==> src/rtl/config_chain_loader_pkg.sv <==
// ----------------------------------------------------------------------------
// cfg_pkg
// Shared definitions for the configuration chain loader, the fabric top and
// the chain model used in simulation.
//   state_e           : loader FSM state encodings (fixed values, relied upon
//                       by anything that decodes DBG_STATE)
//   CHAIN_LEN_DEFAULT : default number of configuration flip-flops
//   out_t             : bundle of the loader's registered control outputs
//   bits_this_byte()  : how many bits of the next byte are actually shifted
//   outputs_for()     : control output values that belong to a state
// ----------------------------------------------------------------------------
package cfg_pkg;

  typedef enum logic [1:0] {
    ST_IDLE      = 2'd0,
    ST_WAIT_BYTE = 2'd1,
    ST_SHIFT     = 2'd2,
    ST_DONE      = 2'd3
  } state_e;

  localparam int unsigned CHAIN_LEN_DEFAULT = 1024;

  typedef struct packed {
    logic byte_ready;
    logic ccff_en;
    logic fab_rst;
    logic busy;
    logic done;
  } out_t;

  // Bits still to go in the chain, capped at one byte. Only called with a
  // non-zero remainder, since a full chain leaves WAIT_BYTE for good.
  function automatic logic [3:0] bits_this_byte(input int unsigned remaining);
    if (remaining >= 32'd8) begin
      return 4'd8;
    end
    return 4'(remaining);
  endfunction

  // The fabric is held in reset in every state except DONE.
  function automatic out_t outputs_for(input state_e s);
    out_t o;
    o.byte_ready = (s == ST_WAIT_BYTE);
    o.ccff_en    = (s == ST_SHIFT);
    o.fab_rst    = (s != ST_DONE);
    o.busy       = (s == ST_WAIT_BYTE) || (s == ST_SHIFT);
    o.done       = (s == ST_DONE);
    return o;
  endfunction

endpackage

==> src/rtl/config_chain_loader_byte_piso.sv <==
// ----------------------------------------------------------------------------
// byte_piso
// 8-bit parallel-load, serial-out shift register. Shifts right, so bit 0 of
// the loaded byte appears first on q0_o. Zeros fill from the top.
//   clk_i   : clock
//   rst_ni  : synchronous active-low reset (clears the register)
//   load_i  : load d_i (takes priority over shift_i)
//   shift_i : shift right by one
//   d_i     : parallel data
//   q0_o    : current bit 0 (the bit being presented)
// ----------------------------------------------------------------------------
module byte_piso (
  input  logic       clk_i,
  input  logic       rst_ni,
  input  logic       load_i,
  input  logic       shift_i,
  input  logic [7:0] d_i,
  output logic       q0_o
);

  logic [7:0] sreg_q, sreg_d;

  always_comb begin
    sreg_d = sreg_q;
    if (load_i) begin
      sreg_d = d_i;
    end else if (shift_i) begin
      sreg_d = {1'b0, sreg_q[7:1]};
    end
  end

  always_ff @(posedge clk_i) begin
    if (!rst_ni) begin
      sreg_q <= '0;
    end else begin
      sreg_q <= sreg_d;
    end
  end

  assign q0_o = sreg_q[0];

endmodule

==> src/rtl/config_chain_loader.sv <==
// ----------------------------------------------------------------------------
// config_chain_loader
// Writer side of the fabric configuration chain. Takes bitstream bytes from
// the host, shifts them LSB first into the chain head, counts exactly
// CHAIN_LEN bits, keeps the fabric in reset while loading and releases it
// once the chain is full.
//   CK         : clock shared with the configuration chain
//   RSTN       : synchronous active-low reset
//   START      : begin a load (honoured in IDLE or DONE only)
//   ABORT      : cancel a load in progress (wins over START)
//   BYTE_IN    : bitstream byte, bit 0 shifted first
//   BYTE_VALID : BYTE_IN is valid
//   BYTE_READY : loader accepts a byte this cycle
//   CCFF_HEAD  : serial data to the chain head
//   CCFF_EN    : chain shift enable, one chain bit per CK edge while high
//   FAB_RST    : active-high fabric reset
//   BUSY       : load in progress
//   DONE       : chain fully loaded, fabric released
//   DBG_STATE  : current FSM state (cfg_pkg::state_e encoding)
//
// Byte handshake: a byte transfers on a CK edge where BYTE_VALID and
// BYTE_READY are both 1. BYTE_READY is registered and only depends on the
// state, never on BYTE_VALID; the host may hold BYTE_VALID low as long as it
// likes. An ABORT in the same cycle drops the byte.
// ----------------------------------------------------------------------------
module config_chain_loader
  import cfg_pkg::*;
#(
  parameter int unsigned CHAIN_LEN = CHAIN_LEN_DEFAULT,
  parameter int unsigned CNT_W     = $clog2(CHAIN_LEN + 1)
) (
  input  logic       CK,
  input  logic       RSTN,
  input  logic       START,
  input  logic       ABORT,
  input  logic [7:0] BYTE_IN,
  input  logic       BYTE_VALID,
  output logic       BYTE_READY,
  output logic       CCFF_HEAD,
  output logic       CCFF_EN,
  output logic       FAB_RST,
  output logic       BUSY,
  output logic       DONE,
  output logic [1:0] DBG_STATE
);

  state_e           state_q, state_d;
  logic [CNT_W-1:0] cnt_q, cnt_d;     // bits shifted into the chain so far
  logic [3:0]       nbits_q, nbits_d; // bits of the current byte still to shift
  out_t             out_q, out_d;
  logic             load, shift, handshake;

  always_comb begin
    state_d   = state_q;
    cnt_d     = cnt_q;
    nbits_d   = nbits_q;
    load      = 1'b0;
    shift     = 1'b0;
    handshake = BYTE_VALID && out_q.byte_ready;

    case (state_q)
      ST_IDLE, ST_DONE: begin
        if (START && !ABORT) begin
          state_d = ST_WAIT_BYTE;
          cnt_d   = '0;
        end
      end
      ST_WAIT_BYTE: begin
        if (ABORT) begin
          state_d = ST_IDLE;
        end else if (handshake) begin
          load    = 1'b1;
          // On the final byte only the bits that still fit are shifted;
          // the rest of the byte is simply left in the register.
          nbits_d = bits_this_byte(CHAIN_LEN - 32'(cnt_q));
          state_d = ST_SHIFT;
        end
      end
      ST_SHIFT: begin
        if (ABORT) begin
          state_d = ST_IDLE;
        end else begin
          shift   = 1'b1;
          cnt_d   = cnt_q + 1'b1;
          nbits_d = nbits_q - 4'd1;
          if (nbits_q == 4'd1) begin
            state_d = (32'(cnt_q) + 32'd1 == CHAIN_LEN) ? ST_DONE : ST_WAIT_BYTE;
          end
        end
      end
      default: state_d = ST_IDLE;
    endcase

    // Outputs are registered from the next state so they line up with the
    // state they describe without any input-to-output path.
    out_d = outputs_for(state_d);
  end

  always_ff @(posedge CK) begin
    if (!RSTN) begin
      state_q <= ST_IDLE;
      cnt_q   <= '0;
      nbits_q <= '0;
      out_q   <= outputs_for(ST_IDLE);
    end else begin
      state_q <= state_d;
      cnt_q   <= cnt_d;
      nbits_q <= nbits_d;
      out_q   <= out_d;
    end
  end

  byte_piso u_piso (
    .clk_i   (CK),
    .rst_ni  (RSTN),
    .load_i  (load),
    .shift_i (shift),
    .d_i     (BYTE_IN),
    .q0_o    (CCFF_HEAD)
  );

  assign BYTE_READY = out_q.byte_ready;
  assign CCFF_EN    = out_q.ccff_en;
  assign FAB_RST    = out_q.fab_rst;
  assign BUSY       = out_q.busy;
  assign DONE       = out_q.done;
  assign DBG_STATE  = state_q;

endmodule

==> config.mk <==
export PLATFORM = sky130hd
export DESIGN_NAME = config_chain_loader
export DESIGN_NICKNAME = d
export VERILOG_FILES = /design/src/rtl/config_chain_loader_pkg.sv /design/src/rtl/config_chain_loader_byte_piso.sv /design/src/rtl/config_chain_loader.sv
export SDC_FILE = /design/constraint.sdc
export NUM_CORES = 1
export LEC_CHECK = 0
export ABC_AREA = 1
export CAP_MARGIN = 20
export CORE_UTILIZATION = 40
export DETAILED_ROUTE_END_ITERATION = 12
export SKIP_LAST_GASP = 1
export SYNTH_ARGS = -nofsm -noshare
export SYNTH_HDL_FRONTEND = slang
export SYNTH_SLANG_ARGS = --single-unit
==> constraint.sdc <==
create_clock -name CK -period 2.7 [get_ports CK]
set_input_delay 0.54 -clock CK [delete_from_list [all_inputs] [get_ports CK]]
set_output_delay 0.54 -clock CK [all_outputs]
set_load 0.05 [all_outputs]
* Word level (Yosys, flattened, before mapping) *
Cells that the tools add are included.

storage, ports and cells
  bits in registers = 30
  bits in latches = 0
  RAM bits = 0
  bits in read-only memories = 0
  input port bits = 13
  logic and storage cells = 65
  memories = 0

operators by class
  $add $sub $neg = 4
  $mul = 0
  div/mod/pow operators = 0
  magnitude comparators = 1
  equality and inequality tests = 13
  shift-type cells = 0
  multiplexer cells = 27
  bitwise logic cells = 0
  reductions and logical operators = 11

operators with widths
  cell                      number
  $ge A32 B4 Y1 const B     1
  $mux W11                  2
  $pmux W11 S2              1
  $mux W4                   5
  $mux W8                   2
  $add A11 B1 Y12 const B   1
  $eq A12 B11 Y1 const B    1
  $mux W2                   6
  $sub A11 B11 Y12 const A  1
  $add A11 B1 Y11 const B   1
  $ne A2 B2 Y1 const B      5
  $mux W1                   9
  $eq A2 B2 Y1 const B      4
  $pmux W4 S2               1
  $pmux W2 S3               1
  $reduce_bool A2 Y1        3
  $eq A2 B1 Y1 const B      2
  $eq A4 B1 Y1 const B      1
  $reduce_and A4 Y1         1
  $sub A4 B1 Y4 const B     1
  $reduce_and A3 Y1         1
  $logic_and A1 B1 Y1       2
  $logic_not A2 Y1          1
  $reduce_or A2 Y1          1
  other kinds (2)           2

* Depth between registers and ports, before layout *
Gate-level depths: netlist (run 1).

  depth after elaboration = 10
  mapped depth = 17
  mapped depth without buffers = 17

* By module *
Synthesis (run 1) repeated with hierarchy kept, for this count alone.

unflattened totals
  cell total of the unflattened synthesis = 288
  area total of the unflattened synthesis = 1871.8 sq um

modules (own cells, without submodules)
  module               times used  cells an instance  area each (sq um)
  config_chain_loader  1           225                1465.2
  byte_piso            1           63                 406.6

* Worst setup path before layout (run 1) *
OpenSTA, ideal clock, no wires.

  path kind = register to register
  start point = register state_q[0], in the netlist DBG_STATE[0]
  end point = register out_q (netlist bit BUSY)
  library setup time = 0.109 ns
  data arrival time = 2.210 ns
  required time = 2.591 ns
  setup slack = 0.380 ns
  stages on the path, launching flop included = 13
  buffers on the path = 0
  clock period less this slack = 2.320 ns
  cell sequence = dfxtp_1 > inv_1 > ha_1 > inv_4 > nor2_8 > inv_4 > a21oi_1 > a311oi_1 > o21bai_1 > inv_1 > ha_1 > nand2_1 > inv_1

RTL lines
  item                    line                        text
  start, declared         config_chain_loader.sv:47   state_e state_q, state_d;
  start signal, assigned  config_chain_loader.sv:106  state_q <= state_d;
  end signal, assigned    config_chain_loader.sv:104  out_q <= outputs_for(ST_IDLE);
  end signal, assigned    config_chain_loader.sv:109  out_q <= out_d;
  end, declared           config_chain_loader.sv:50   out_t out_q, out_d;

==> metrics.txt, run 1 <==
# TYPE chip_impl_metric gauge
chip_impl_info{name="status",value="finished clean"} 1
chip_impl_metric{name="synth_warnings",unit=""} 0
chip_impl_info{name="rr_endpoint",value="BUSY"} 1
chip_impl_info{name="worst_setup_path_startpoint",value="cnt_q[1]"} 1
chip_impl_metric{name="synth_sequential_area_ratio",unit=""} 0.327
chip_impl_info{name="cts_tree",value="done"} 1
chip_impl_metric{name="num_antenna_cells",unit=""} 0
chip_impl_metric{name="net_count_synth",unit=""} 295
chip_impl_info{name="grt_setup_unrepaired",value="false"} 1
chip_impl_info{name="timing.critical_path.max_delay_family",value="simple AND/OR/NAND/NOR gates"} 1
chip_impl_metric{name="finalCriticalPeriod",unit="ns"} 2.24
chip_impl_metric{name="data_arrival_critical_path",unit="ns"} 2.43
chip_impl_metric{name="final_critical_path_setup_slack",unit="ns"} 0.456
chip_impl_metric{name="finalSetupTns",unit="ns"} 0
chip_impl_metric{name="share_comb_of_total_power",unit=""} 0.524
chip_impl_metric{name="p_int",unit="mW"} 1.03
chip_impl_info{name="path_class",value="reg -> reg"} 1
chip_impl_metric{name="synth_cell_area",unit="sq um"} 1840
chip_impl_metric{name="drive_above_1_share",unit=""} 0.0872
chip_impl_metric{name="max_clock_freq",unit="MHz"} 446
chip_impl_metric{name="part_of_the_total_power_dissipated_in_the_clock_network",unit=""} 0.182
chip_impl_metric{name="cp_max_fo",unit=""} 6
chip_impl_info{name="holdCritStartpoint",value="u_piso.sreg_q[7]"} 1
chip_impl_metric{name="cts_max_path_buffers",unit=""} 2
chip_impl_info{name="timing.critical_path.mode_cell",value="nand2_1"} 1
chip_impl_metric{name="relSlewSlack",unit=""} 0.537
chip_impl_metric{name="drt_iter0_drc",unit=""} 43
chip_impl_metric{name="final_global_route_overflow_total",unit=""} 0
chip_impl_metric{name="floorplan.initialDensity",unit=""} 0.420
chip_impl_metric{name="clk_transition_reported_paths",unit="ns"} 0.06
chip_impl_metric{name="drv_slew",unit=""} 0
chip_impl_metric{name="fin_crit_sh",unit=""} 0.831
chip_impl_metric{name="worstMarginPinSlew",unit="ns"} 0.693
chip_impl_metric{name="detail_route.drc_violations",unit=""} 0
chip_impl_metric{name="grt_max_degree",unit=""} 21
chip_impl_metric{name="power_switching",unit="mW"} 0.849
chip_impl_metric{name="place.port_buffers",unit=""} 20
chip_impl_metric{name="hold_ws",unit="ns"} 0.468
chip_impl_metric{name="tritoncts_num_sinks",unit=""} 30
chip_impl_metric{name="cap_viol_max_count",unit=""} 0
chip_impl_metric{name="totalWireLength",unit="mm"} 3.97
chip_impl_metric{name="die-width",unit="um"} 69.8
chip_impl_metric{name="p_per_area",unit="nW/um^2"} 854
chip_impl_metric{name="drtAntennaViolNets",unit=""} 0
chip_impl_metric{name="gr-usage-all-layers",unit=""} 0.174
chip_impl_metric{name="synth.avg_cell_area",unit="sq um"} 6.81
chip_impl_metric{name="drt-pass1-iter-count",unit=""} 4
chip_impl_metric{name="core_box_area",unit="sq um"} 4380
chip_impl_metric{name="first_global_vias",unit=""} 1551
chip_impl_info{name="cp_cell_sequence",value="ha_1 -> nand2_1 -> nor2_1 -> nand3_1 -> nand2_1 -> nand2_1 -> nor2_1 -> nand2_1 -> nand2_1 -> nand2_1 -> nand3_1 -> nand2_2 -> inv_1 -> ha_1 -> nand2_1 -> inv_1"} 1
chip_impl_metric{name="vias_per_cell",unit=""} 4.91
chip_impl_metric{name="area_delta_synth_final",unit="%"} 19.5
chip_impl_metric{name="final_weighted_congestion_in_routability_driven_placement",unit=""} 0.820
chip_impl_metric{name="cts.hold.buffers_added",unit=""} 0
chip_impl_metric{name="critical_path.n_buffers_inverters",unit=""} 2
chip_impl_metric{name="hold_depth",unit=""} 2
chip_impl_metric{name="io_pins",unit=""} 21
chip_impl_metric{name="die_y",unit="um"} 69.8
chip_impl_info{name="hold_path_class",value="reg -> reg"} 1
chip_impl_metric{name="ys_ff_latch",unit=""} 30
chip_impl_metric{name="synth_cell_type_count",unit=""} 31
chip_impl_metric{name="final_hold_viol_count",unit=""} 0
chip_impl_metric{name="post_cts_resize_count",unit=""} 0
chip_impl_metric{name="total_power",unit="mW"} 1.88
chip_impl_metric{name="p_leak",unit="nW"} 0.880
chip_impl_info{name="hold_end",value="u_piso.sreg_q[7]"} 1
chip_impl_metric{name="htreeDepth",unit=""} 2
chip_impl_metric{name="delay_of_the_slowest_cell_on_the_worst_path",unit="ns"} 0.42
chip_impl_metric{name="grt_pass1_wl",unit="mm"} 6.76
chip_impl_info{name="cts-root-buf",value="clkbuf_8"} 1
chip_impl_metric{name="fin_nets",unit=""} 323
chip_impl_metric{name="floorplan.rows",unit=""} 24
chip_impl_metric{name="floorplan.die_area",unit="sq um"} 4870
chip_impl_metric{name="ff2ff_setup_slack",unit="ns"} 0.46
chip_impl_metric{name="place_hpwl",unit="mm"} 2.98
chip_impl_info{name="cp-start-kind",value="register"} 1
chip_impl_info{name="worstReg2RegStart",value="cnt_q[1]"} 1
chip_impl_metric{name="clock-skew-final",unit="ns"} 0.00452
chip_impl_metric{name="req_time_crit_path",unit="ns"} 2.89
chip_impl_metric{name="r2r_cells",unit=""} 16
chip_impl_metric{name="clkLatencyLatePin",unit="ns"} 0.28
chip_impl_metric{name="netSwitchingFraction",unit=""} 0.452
chip_impl_info{name="crit_path_end_kind",value="register"} 1
chip_impl_metric{name="post-cts-setup-buffer-count",unit=""} 0
chip_impl_metric{name="route.vias.total",unit=""} 1718
chip_impl_metric{name="cts_inserted_buffers",unit=""} 5
chip_impl_metric{name="synth_cells",unit=""} 270
chip_impl_metric{name="worst_ir_drop_vdd",unit="mV"} 0.572
chip_impl_metric{name="grt_antenna_before_repair",unit=""} 0
chip_impl_info{name="crit_path_top_delay_cell",value="dfxtp_1"} 1
chip_impl_metric{name="setup_violations",unit=""} 0
chip_impl_metric{name="seqPwrFrac",unit=""} 0.294
chip_impl_metric{name="detail_route.wl_per_cell",unit="um"} 11.3
chip_impl_metric{name="dp_slack",unit="ns"} 0.260
-- how the worst max path moves through the flow --
stage,to,cells past startpoint,slack (ns)
6_report,BUSY,16,0.46
5_1_grt,BUSY,16,0.16
4_1_cts,BUSY,16,0.44
3_5_place_dp,BUSY,10,0.26
3_3_place_gp,BUSY,10,0.31
2_1_floorplan,BUSY,12,0.38
-- cell usage in the layout, fill, tap and decap left out, types with 5 or more instances in the layout --
cell             count
inv_1               30
dfxtp_1             30
buf_4                5
clkbuf_8             5
nor2_1              21
nand2_1             75
ha_1                12
a21oi_1             28
nand3_1             28
a31oi_1              5
o21ai_0              7
clkdlybuf4s50_1     20
-- per-layer routing --
metal  part of all wire  track usage  routed length [um]
met2               0.45        0.275                1790
met4              0.011       0.0711                  42
met3              0.030       0.0422                 121
met1               0.51        0.227                2010
met5                  0            0                   0
-- worst min-delay path, stage by stage, from the launching register on --
cell     delay (ns)
dfxtp_1        0.31
nand2_1        0.06
a21oi_1        0.05
-- registers in the layout (all words and copies together) (netlist names) --
signal	cells
cnt_q	11
u_piso.sreg_q	8
nbits_q	4
DBG_STATE	2
BUSY	1
BYTE_READY	1
CCFF_EN	1
DONE	1
FAB_RST	1
-- per-stage QoR --
step,instances,utilization,cell area [sq um]
after floorplan,270,-,1840
after global placement,343,0.483,2120
after detailed placement,343,0.483,2120
after CTS,350,0.501,2200
after global routing,350,0.501,2200
final,350,0.501,2200
-- final cells by class --
type                            count  area, sq um
Multi-Input combinational cell    200         1080
Clock buffer                        5         68.8
Sequential cell                    30          601
Clock inverter                      2         10.0
Inverter                           36          140
Fill cell                         446         2190
Tap cell                           52         65.1
Timing Repair Buffer               25          238
-- cell usage after synthesis --
| library cell | n | area share |
|---|---|---|
| nor2_8 | 1 | 0.011 |
| nor3b_1 | 1 | 0.0041 |
| xor2_1 | 2 | 0.0095 |
| ha_1 | 12 | 0.082 |
| o21bai_1 | 3 | 0.012 |
| inv_2 | 3 | 0.0061 |
| clkinv_1 | 1 | 0.0020 |
| inv_1 | 30 | 0.061 |
| nor3_1 | 3 | 0.0082 |
| o21ai_1 | 1 | 0.0027 |
| o21ai_0 | 7 | 0.019 |
| a21oi_1 | 28 | 0.076 |
| clkbuf_1 | 3 | 0.0061 |
| nand2_2 | 1 | 0.0034 |
| a211oi_2 | 2 | 0.014 |
| dfxtp_1 | 30 | 0.33 |
| a311oi_1 | 1 | 0.0048 |
| o21ai_2 | 1 | 0.0048 |
| buf_6 | 1 | 0.0061 |
| nor2_1 | 21 | 0.043 |
| nor2_2 | 1 | 0.0034 |
| inv_4 | 2 | 0.0068 |
| o21a_1 | 1 | 0.0041 |
| a31oi_1 | 5 | 0.017 |
| nand2_1 | 75 | 0.15 |
| a21oi_4 | 1 | 0.0088 |
| nand3_1 | 28 | 0.076 |
| o211ai_1 | 1 | 0.0041 |
| nand4_1 | 2 | 0.0068 |
| a31oi_4 | 1 | 0.012 |
| nor2_4 | 1 | 0.0061 |
-- cell families after synthesis --
logic type,synth area share
AO/OA/AOI/OAI,0.179
XOR/XNOR,0.00953
adder cells (fa/ha/maj),0.0816
buffers and inverters,0.0884
flip-flops,0.327
AND/OR/NAND/NOR,0.315
-- power by group through the flow --
| stage | sequential [mW] | clock (mW) | combinational [mW] |
|---|---|---|---|
| 5_1_grt | 0.561 | 0.370 | 1.09 |
| 3_3_place_gp | 0.562 | 0 | 0.987 |
| 4_1_cts | 0.552 | 0.359 | 0.994 |
| 3_5_place_dp | 0.561 | 0 | 0.991 |
| 6_report | 0.551 | 0.342 | 0.984 |
| 2_1_floorplan | 0.699 | 0 | 0.621 |
Note: power is estimated with default switching activity, not from simulation.
==> inputs of run 2 (changes only) <==
clock period = 2.16 ns   (was 2.7 ns; I/O delays follow)
==> metrics.txt, run 2 (synthesis gave the netlist of run 1 again) <==
# TYPE chip_impl_metric gauge
chip_impl_info{name="regMostFlops",value="cnt_q"} 1
chip_impl_metric{name="tritoncts_num_sinks",unit=""} 30
chip_impl_metric{name="first_global_vias",unit=""} 1657
chip_impl_metric{name="grt_antenna_before_repair",unit=""} 0
chip_impl_info{name="holdCritStartpoint",value="u_piso.sreg_q[2]"} 1
chip_impl_metric{name="placedInstanceArea",unit="sq um"} 2240
chip_impl_metric{name="floorplan.die_area",unit="sq um"} 4870
chip_impl_metric{name="relSlewSlack",unit=""} 0.660
chip_impl_metric{name="part_of_the_total_power_dissipated_in_the_clock_network",unit=""} 0.181
chip_impl_metric{name="p_int",unit="mW"} 1.49
chip_impl_metric{name="met1_demand_to_capacity_share_in_global_routing",unit=""} 0.232
chip_impl_metric{name="grt_max_degree",unit=""} 21
chip_impl_metric{name="detail_route.wl_per_cell",unit="um"} 11.3
chip_impl_metric{name="fin_crit_sh",unit=""} 0.910
chip_impl_info{name="cts_tree",value="done"} 1
chip_impl_metric{name="final_hold_viol_count",unit=""} 0
chip_impl_metric{name="dp.cells",unit=""} 359
chip_impl_info{name="cts-root-buf",value="clkbuf_8"} 1
chip_impl_metric{name="finalSetupTns",unit="ns"} 0
chip_impl_metric{name="setup_violations",unit=""} 0
chip_impl_metric{name="largest_register_ffs",unit=""} 11
chip_impl_metric{name="global_route_met3_utilization",unit=""} 0.0392
chip_impl_info{name="path_class",value="reg -> reg"} 1
chip_impl_info{name="layout_top_registers",value="cnt_q: 11 flops, u_piso.sreg_q: 8 flops, nbits_q: 4 flops"} 1
chip_impl_info{name="worstReg2RegStart",value="cnt_q[0]"} 1
chip_impl_metric{name="floorplan.initialDensity",unit=""} 0.420
chip_impl_metric{name="drtAntennaViolNets",unit=""} 0
chip_impl_metric{name="core_box_area",unit="sq um"} 4380
chip_impl_metric{name="finalCriticalPeriod",unit="ns"} 1.97
chip_impl_metric{name="clkLatencyLatePin",unit="ns"} 0.28
chip_impl_metric{name="place.port_buffers",unit=""} 20
chip_impl_metric{name="cts.hold.buffers_added",unit=""} 0
chip_impl_metric{name="die_y",unit="um"} 69.8
chip_impl_metric{name="place_hpwl",unit="mm"} 3.13
chip_impl_metric{name="cp_max_fo",unit=""} 5
chip_impl_metric{name="data_arrival_critical_path",unit="ns"} 2.15
chip_impl_metric{name="drv_slew",unit=""} 0
chip_impl_info{name="worst_setup_path_startpoint",value="cnt_q[0]"} 1
chip_impl_metric{name="share_comb_of_total_power",unit=""} 0.546
chip_impl_metric{name="drive_above_1_share",unit=""} 0.170
chip_impl_metric{name="htreeDepth",unit=""} 2
chip_impl_metric{name="clk_transition_reported_paths",unit="ns"} 0.06
chip_impl_metric{name="max_clock_freq",unit="MHz"} 509
chip_impl_info{name="hold_path_class",value="reg -> reg"} 1
chip_impl_metric{name="p_leak",unit="nW"} 0.968
chip_impl_metric{name="route.vias.total",unit=""} 1785
chip_impl_metric{name="die-width",unit="um"} 69.8
chip_impl_metric{name="power_switching",unit="mW"} 1.10
chip_impl_metric{name="vias_per_cell",unit=""} 4.84
chip_impl_metric{name="clock-skew-final",unit="ns"} 0.00283
chip_impl_metric{name="final_global_route_overflow_total",unit=""} 0
chip_impl_metric{name="detail_route.drc_violations",unit=""} 0
chip_impl_metric{name="seqPwrFrac",unit=""} 0.274
chip_impl_metric{name="gr-usage-all-layers",unit=""} 0.185
chip_impl_metric{name="p_per_area",unit="nW/um^2"} 1090
chip_impl_metric{name="use_met2",unit=""} 0.307
chip_impl_metric{name="final_weighted_congestion_in_routability_driven_placement",unit=""} 0.807
chip_impl_info{name="most-common-layout-cells",value="nand2_1, inv_1, nand3_1, a21oi_1, dfxtp_1"} 1
chip_impl_info{name="mostFrequentLayoutCell",value="nand2_1"} 1
chip_impl_metric{name="floorplan.rows",unit=""} 24
chip_impl_metric{name="req_time_crit_path",unit="ns"} 2.35
chip_impl_metric{name="worstMarginPinSlew",unit="ns"} 0.509
chip_impl_metric{name="grt_pass1_wl",unit="mm"} 7.27
chip_impl_metric{name="design_area",unit="sq um"} 2380
chip_impl_metric{name="io_pins",unit=""} 21
chip_impl_metric{name="netSwitchingFraction",unit=""} 0.426
chip_impl_metric{name="cts_inserted_buffers",unit=""} 5
chip_impl_metric{name="worst_ir_drop_vdd",unit="mV"} 0.957
chip_impl_info{name="global_route_layer_with_the_greatest_usage",value="met2"} 1
chip_impl_info{name="cp-start-kind",value="register"} 1
chip_impl_metric{name="fin_nets",unit=""} 341
chip_impl_metric{name="totalWireLength",unit="mm"} 4.16
chip_impl_info{name="crit_path_end_kind",value="register"} 1
chip_impl_metric{name="cts_max_path_buffers",unit=""} 2
chip_impl_metric{name="drt-pass1-iter-count",unit=""} 4
chip_impl_metric{name="cap_viol_max_count",unit=""} 0
chip_impl_metric{name="num_antenna_cells",unit=""} 0
chip_impl_info{name="status",value="finished clean"} 1
chip_impl_metric{name="area_delta_synth_final",unit="%"} 29.2
chip_impl_metric{name="final-instance-count-excl-fill",unit=""} 369
chip_impl_metric{name="drt_iter0_drc",unit=""} 62
## run 2: cell count changes in the layout (fill, tap and decap cells not counted), sizes merged
cell,previous run,this run
clkbuf,5,7
buf,5,23
clkinv,3,2
## run 2: per-layer routing
metal,part of all wire,vias up
met5,0,-
met2,0.46,25
met3,0.034,6
met4,0.017,0
li1,-,972
met1,0.48,782
## run 2: layout make-up
| cell class | instances | area [sq um] |
|---|---|---|
| repair buffers | 43 | 373 |
| multi-input cells | 200 | 1090 |
| flip-flops and latches | 30 | 613 |
| clock inverters | 1 | 5.00 |
| fillers | 447 | 2010 |
| inverters | 36 | 140 |
| well taps | 52 | 65.1 |
| clock buffers | 7 | 86.3 |
## run 2: per-stage QoR
stage                      util  setup slack, ns  hold slack [ns]  total power, mW
final                     0.542            0.195            0.457             2.59
after global routing      0.542         -0.00560            0.485             2.79
after floorplan               -           0.0427            0.437             1.65
after detailed placement  0.511       0.00000222            0.454             2.09
after CTS                 0.532           0.0345            0.463             2.58
after global placement    0.511          0.00212            0.446             2.09
## run 2: repair_timing
item / 4_1_cts / 5_1_grt
endpoints found under the setup margin: 0 / 5
buffers inserted: 0 / 2
resized for setup: 0 / 11
## run 2: worst paths after layout
check / to / slack [ns] / cells after the start
setup / recovery: BYTE_READY / 0.19 / 16
hold / removal: u_piso.sreg_q[1] / 0.46 / 2
hold reg to reg: u_piso.sreg_q[1] / 0.46 / 2
setup reg to reg: BYTE_READY / 0.19 / 16
## run 2: worst max-delay path, cell delays in order, from the launching register on
cell     delay [ns]
dfxtp_4        0.38
ha_4           0.15
nand2_1        0.08
nor2_2         0.16
nand3_1        0.12
nand2_1        0.09
nand2_1        0.05
nor2_1         0.09
nand2_1        0.08
nand2_1        0.06
nand2_1        0.04
nand3_1        0.09
nand2_2        0.08
buf_4          0.14
ha_1           0.17
nand2_1        0.06
inv_1          0.03
## run 2: power groups by stage
stage / Combinational (mW) / Sequential (mW) / Clock, mW
after floorplan: 0.776 / 0.879 / 0
after global placement: 1.38 / 0.710 / 0
after detailed placement: 1.39 / 0.710 / 0
after CTS: 1.39 / 0.699 / 0.488
after global routing: 1.56 / 0.719 / 0.505
final: 1.41 / 0.709 / 0.469
